`config.mk`:
```
export PLATFORM = sky130hd
export DESIGN_NAME = fp_add_seq_ctrl
export DESIGN_NICKNAME = d
export VERILOG_FILES = /design/src/rtl/fp_add_seq_ctrl.sv
export SDC_FILE = /design/constraint.sdc
export NUM_CORES = 1
export LEC_CHECK = 0
export BUFFER_PORTS_ARGS = -buffer_cell sky130_fd_sc_hd__buf_2
export CAP_MARGIN = 20
export CORE_UTILIZATION = 45
export CTS_CLUSTER_DIAMETER = 30
export CTS_CLUSTER_SIZE = 30
export DETAILED_ROUTE_END_ITERATION = 10
export PLACE_DENSITY = 0.75
export SLEW_MARGIN = 5
export SYNTH_ARGS = -nofsm -noshare
export SYNTH_HDL_FRONTEND = slang
export SYNTH_SLANG_ARGS = --single-unit
```
`constraint.sdc`:
```
create_clock -name clk -period 2.25 [get_ports clk]
set_input_delay 0.1125 -clock clk [delete_from_list [all_inputs] [get_ports clk]]
set_output_delay 0.1125 -clock clk [all_outputs]
set_load 0.05 [all_outputs]
```
`src/rtl/fp_add_seq_ctrl.sv`:
```
// fp_add_seq_ctrl: multi-cycle sequencer for the FP adder mantissa datapath.
// Accepts one operand pair per operation and steps the datapath through
// align, add, path select, iterative normalise and round, then presents
// the result with a valid/ready handshake.
// Ports:
//   clk, rst          clock, synchronous active-high reset
//   in_valid/in_ready operand handshake (in_ready only in IDLE)
//   out_valid/out_ready result handshake (out_valid only in DONE)
//   adder_top_bits    top 3 bits of the registered adder output
//   mant_msb          MSB of the datapath normalise register
//   mant_zero         adder mantissa result is all zero
//   ld_ops, align_en, add_en, round_en   single-cycle stage strobes
//   sel_left          mantissa mux select (1 = left/cancellation path)
//   norm_shift        shift the normalise register left one bit
//   zero_res          result is exact zero
//   norm_cnt          normalise shifts performed (for exponent adjust)
//   busy              an operation is in flight
module fp_add_seq_ctrl #(
  parameter int unsigned MANT_W   = 56,
  parameter int unsigned NORM_MAX = MANT_W - 1,
  parameter int unsigned CNT_W    = 6
) (
  input  logic             clk,
  input  logic             rst,
  input  logic             in_valid,
  output logic             in_ready,
  output logic             out_valid,
  input  logic             out_ready,
  input  logic [2:0]       adder_top_bits,
  input  logic             mant_msb,
  input  logic             mant_zero,
  output logic             ld_ops,
  output logic             align_en,
  output logic             add_en,
  output logic             sel_left,
  output logic             norm_shift,
  output logic             round_en,
  output logic             zero_res,
  output logic [CNT_W-1:0] norm_cnt,
  output logic             busy
);

  typedef enum logic [2:0] {
    S_IDLE  = 3'd0,
    S_ALIGN = 3'd1,
    S_ADD   = 3'd2,
    S_CHECK = 3'd3,
    S_NORM  = 3'd4,
    S_ROUND = 3'd5,
    S_DONE  = 3'd6
  } state_e;

  localparam logic [CNT_W-1:0] CNT_MAX = CNT_W'(NORM_MAX);

  state_e           state_q, state_d;
  logic             sel_left_q, sel_left_d;
  logic             zero_res_q, zero_res_d;
  logic [CNT_W-1:0] norm_cnt_q, norm_cnt_d;

  // State and result-flag registers
  always_ff @(posedge clk) begin
    if (rst) begin
      state_q    <= S_IDLE;
      sel_left_q <= 1'b0;
      zero_res_q <= 1'b0;
      norm_cnt_q <= '0;
    end else begin
      state_q    <= state_d;
      sel_left_q <= sel_left_d;
      zero_res_q <= zero_res_d;
      norm_cnt_q <= norm_cnt_d;
    end
  end

  // Next-state and strobe decode
  always_comb begin
    state_d    = state_q;
    sel_left_d = sel_left_q;
    zero_res_d = zero_res_q;
    norm_cnt_d = norm_cnt_q;
    ld_ops     = 1'b0;
    norm_shift = 1'b0;
    unique case (state_q)
      S_IDLE: begin
        if (in_valid) begin
          ld_ops     = 1'b1;
          norm_cnt_d = '0;
          zero_res_d = 1'b0;
          state_d    = S_ALIGN;
        end
      end
      S_ALIGN: state_d = S_ADD;
      S_ADD:   state_d = S_CHECK;
      S_CHECK: begin
        // sel_left only changes here so the mux is steady through ROUND/DONE
        sel_left_d = (adder_top_bits == 3'b000);
        if (adder_top_bits != 3'b000) begin
          state_d = S_ROUND;
        end else if (mant_zero) begin
          zero_res_d = 1'b1;
          state_d    = S_DONE;
        end else begin
          state_d = S_NORM;
        end
      end
      S_NORM: begin
        // Stop on a normalised MSB or at the shift limit; count never wraps
        if (mant_msb || (norm_cnt_q == CNT_MAX)) begin
          state_d = S_ROUND;
        end else begin
          norm_shift = 1'b1;
          norm_cnt_d = norm_cnt_q + CNT_W'(1);
        end
      end
      S_ROUND: state_d = S_DONE;
      S_DONE: begin
        if (out_ready) state_d = S_IDLE;
      end
      default: state_d = S_IDLE;
    endcase
  end

  assign in_ready  = (state_q == S_IDLE);
  assign out_valid = (state_q == S_DONE);
  assign align_en  = (state_q == S_ALIGN);
  assign add_en    = (state_q == S_ADD);
  assign round_en  = (state_q == S_ROUND);
  assign busy      = (state_q != S_IDLE);
  assign sel_left  = sel_left_q;
  assign zero_res  = zero_res_q;
  assign norm_cnt  = norm_cnt_q;

endmodule

```
==> flow_metrics.env <==
export IMPL_pwr_share_seq_pct=44.5
export IMPL_cpMaxStageDelayCell="or4b_1"
export IMPL_crit_path_cell_trace="or4b_1, a31o_2, inv_1, buf_2"
export IMPL_outcome="completed"
export IMPL_internal_power_mw=0.3047
export IMPL_max_slew_worst_pin_slew_ns=0.3803
export IMPL_vdd_drop_max_mv=0.5511
export IMPL_dr_pass1_iters=4
export IMPL_cts_made_buffers=3
export IMPL_netlist_instances=76
export IMPL_p_leak_nw=0.3750
export IMPL_drive_gt1_share_pct=31.00
export IMPL_num_rows=12
export IMPL_dp_final_hpwl_um=945.9
export IMPL_pwr_density_cell_nw_per_um2=609.7
export IMPL_wl_per_cell_um=11.32
export IMPL_fp_dieW_um=38.99
export IMPL_synth_seq_area_share_pct=35.77
export IMPL_synth_simple_gate_area_share_pct=36.18
export IMPL_overflow=0
export IMPL_crit_fanout=12
export IMPL_startpoint_type="flip-flop"
export IMPL_period_share_pct=92.33
export IMPL_grtUsageTotal_pct=20.41
export IMPL_syn_area_sq_um=615.6
export IMPL_switching_power_mw=0.1668
export IMPL_place_congestion=0.7546
export IMPL_cts_root_buf="clkbuf_4"
export IMPL_nNetsFinal=111
export IMPL_finalSetupViolations=0
export IMPL_endpoint_kind="primary output"
export IMPL_ys_top_cells_by_area="dfxtp_1, a21oi_1, mux2i_1"
export IMPL_die_h_um=38.99
export IMPL_io_buffer_count=24
export IMPL_timing_final_hold_violations=0
export IMPL_hp_class="in -> reg"
export IMPL_die_area_sq_um=1520
export IMPL_synth_net_count=86
export IMPL_synth_xor_area_share_pct=0
export IMPL_detail_route_antenna_nets=0
export IMPL_muxShareOfSynthArea_pct=4.878
export IMPL_maxSlewHeadroom_pct=74.29
export IMPL_ys_ff_latch=11
export IMPL_clock_path_buffers=2
export IMPL_area_growth_pct=25.61
export IMPL_grt_first_pass_wirelength_um=2090
export IMPL_max_freq_mhz=481.4
export IMPL_p_comb_share_pct=26.3
export IMPL_place_ws_ns=0.3650
export IMPL_diodes=0
export IMPL_switching_share_pct=35.37
export IMPL_pwr_share_clk_pct=29.3
export IMPL_skew_ns=0.0005558
export IMPL_synth_ff_type="dfxtp_1"
export IMPL_yosysWarnings=0
export IMPL_num_io_pins=25
export IMPL_initial_utilization_pct=51.90
export IMPL_yosysTopAreaCellShare_pct=35.77
export IMPL_final_cells=114
export IMPL_routed_wl_um=1290
export IMPL_synth_top_family_by_area="simple AND/OR/NAND/NOR gates"
export IMPL_via_per_inst=5.430
export IMPL_post_cts_setup_buffer_count=0
export IMPL_layout_common_cells="buf_2, dfxtp_1, a21oi_1"
export IMPL_syn_avg_cell_area_sq_um=8.100
export IMPL_fin_ws_ns=0.1725
export IMPL_path_class="reg -> out"
export IMPL_async_flop_share_pct=0
export IMPL_required_ns=2.14
export IMPL_grt_max_degree=15
export IMPL_finalPower_mw=0.4714
export IMPL_grt_pass1_vias=512
export IMPL_rsz0062_at_grt="false"
export IMPL_num_fill_cells=107
export IMPL_antenna_found_initial=0
export IMPL_final_common_cell="buf_2"
export IMPL_placed_cells=110
export IMPL_tns_ns=0
export IMPL_utilization_pct=65.19
export IMPL_vias=619
export IMPL_synth_top_cell_by_area="dfxtp_1"
export IMPL_drt_iter0_drc=12
export IMPL_cts_tree="done"
export IMPL_htree_levels=1
export IMPL_worstPathArrival_ns=1.96
export IMPL_clkSinkCount=11
export IMPL_synthAdderAreaFrac_pct=2.033
export IMPL_core_sq_um=1186
export IMPL_path_clk_slew_ns=0.07
export IMPL_synth_cell_type_count=28
export IMPL_synth_compound_area_share_pct=14.84
export IMPL_drc=0
export IMPL_crit_family="simple AND/OR/NAND/NOR gates"
export IMPL_cap_violations=0
export IMPL_slowest_delay_ns=0.67
export IMPL_maxSlewViolCount=0
export IMPL_synth_edf_count=0
export IMPL_clock_latency_ns=0.27
export IMPL_period_needed_ns=2.077
export IMPL_critPathBufInv=2
## state kept, by name, indices dropped and copies added (netlist names)
signal and flops:
sel_left 1, norm_cnt 6, zero_res 1, state_q 3
## cells in the mapped netlist, drive strengths merged, types with 3 or more instances
cell and number:
dfxtp 11, a21oi 7, nand2 6, inv 5
nor3 5, nand3b 4, clkbuf 3, mux2i 3
nand2b 3, nor2 3, o21ai 3
## repair_timing
action / in CTS / in global routing
hold buffers: 0 / 0
gates resized for setup: 0 / 1
endpoints found under the setup margin: 0 / 1
## final timing paths
kind / from / cells past startpoint / slack (ns) / to
max reg2reg: state_q[0]$_SDFFE_PP0P_ / 3 / 0.42 / norm_cnt[5]$_SDFFE_PP0P_
min reg2reg: zero_res$_SDFFE_PP0P_ / 2 / 0.45 / zero_res$_SDFFE_PP0P_
max: state_q[0]$_SDFFE_PP0P_ / 4 / 0.17 / norm_shift
min: rst / 2 / 0.11 / state_q[2]$_SDFFE_PP0P_
## power groups by stage
stage | Combinational [mW] | Clock, mW | Sequential (mW)
final | 0.124 | 0.138 | 0.210
after global placement | 0.124 | 0 | 0.213
after floorplan | 0.100 | 0 | 0.208
after global routing | 0.133 | 0.151 | 0.211
after CTS | 0.124 | 0.140 | 0.209
after detailed placement | 0.124 | 0 | 0.214
## cell type report
cell class / instances / area [sq um] / share of cell area [%]
Clock buffer: 4 / 26.28 / 3.398
Inverter: 5 / 18.77 / 2.427
Multi-Input combinational cell: 55 / 361.6 / 46.76
Sequential cell: 11 / 221.5 / 28.64
Tap cell: 14 / 17.52 / 2.265
Timing Repair Buffer: 25 / 127.6 / 16.50
## logic make-up after synthesis
kind of cell               Yosys count
AOI/OAI and AO/OA                   15
adders and majority gates            1
buffers and inverters               10
DFF                                 11
muxes                                3
and+or+nand+nor                     36
## per-layer routing
metal	up-vias	part of all wire, %	global-route usage [%]
li1	327	-	-
met1	270	50	26.76
met2	18	43	30.42
met3	4	4.3	5.202
met4	0	2.1	10.34
met5	-	0	0
## per-stage QoR
stage,instance area (sq um),hold slack [ns]
CTS,772.0,0.1070
floorplan,620.6,0.3202
detailed placement,745.7,0.3958
global placement,745.7,0.3916
finish,773.2,0.1088
global route,773.2,0.1090
(Power assumes the default switching activity.)
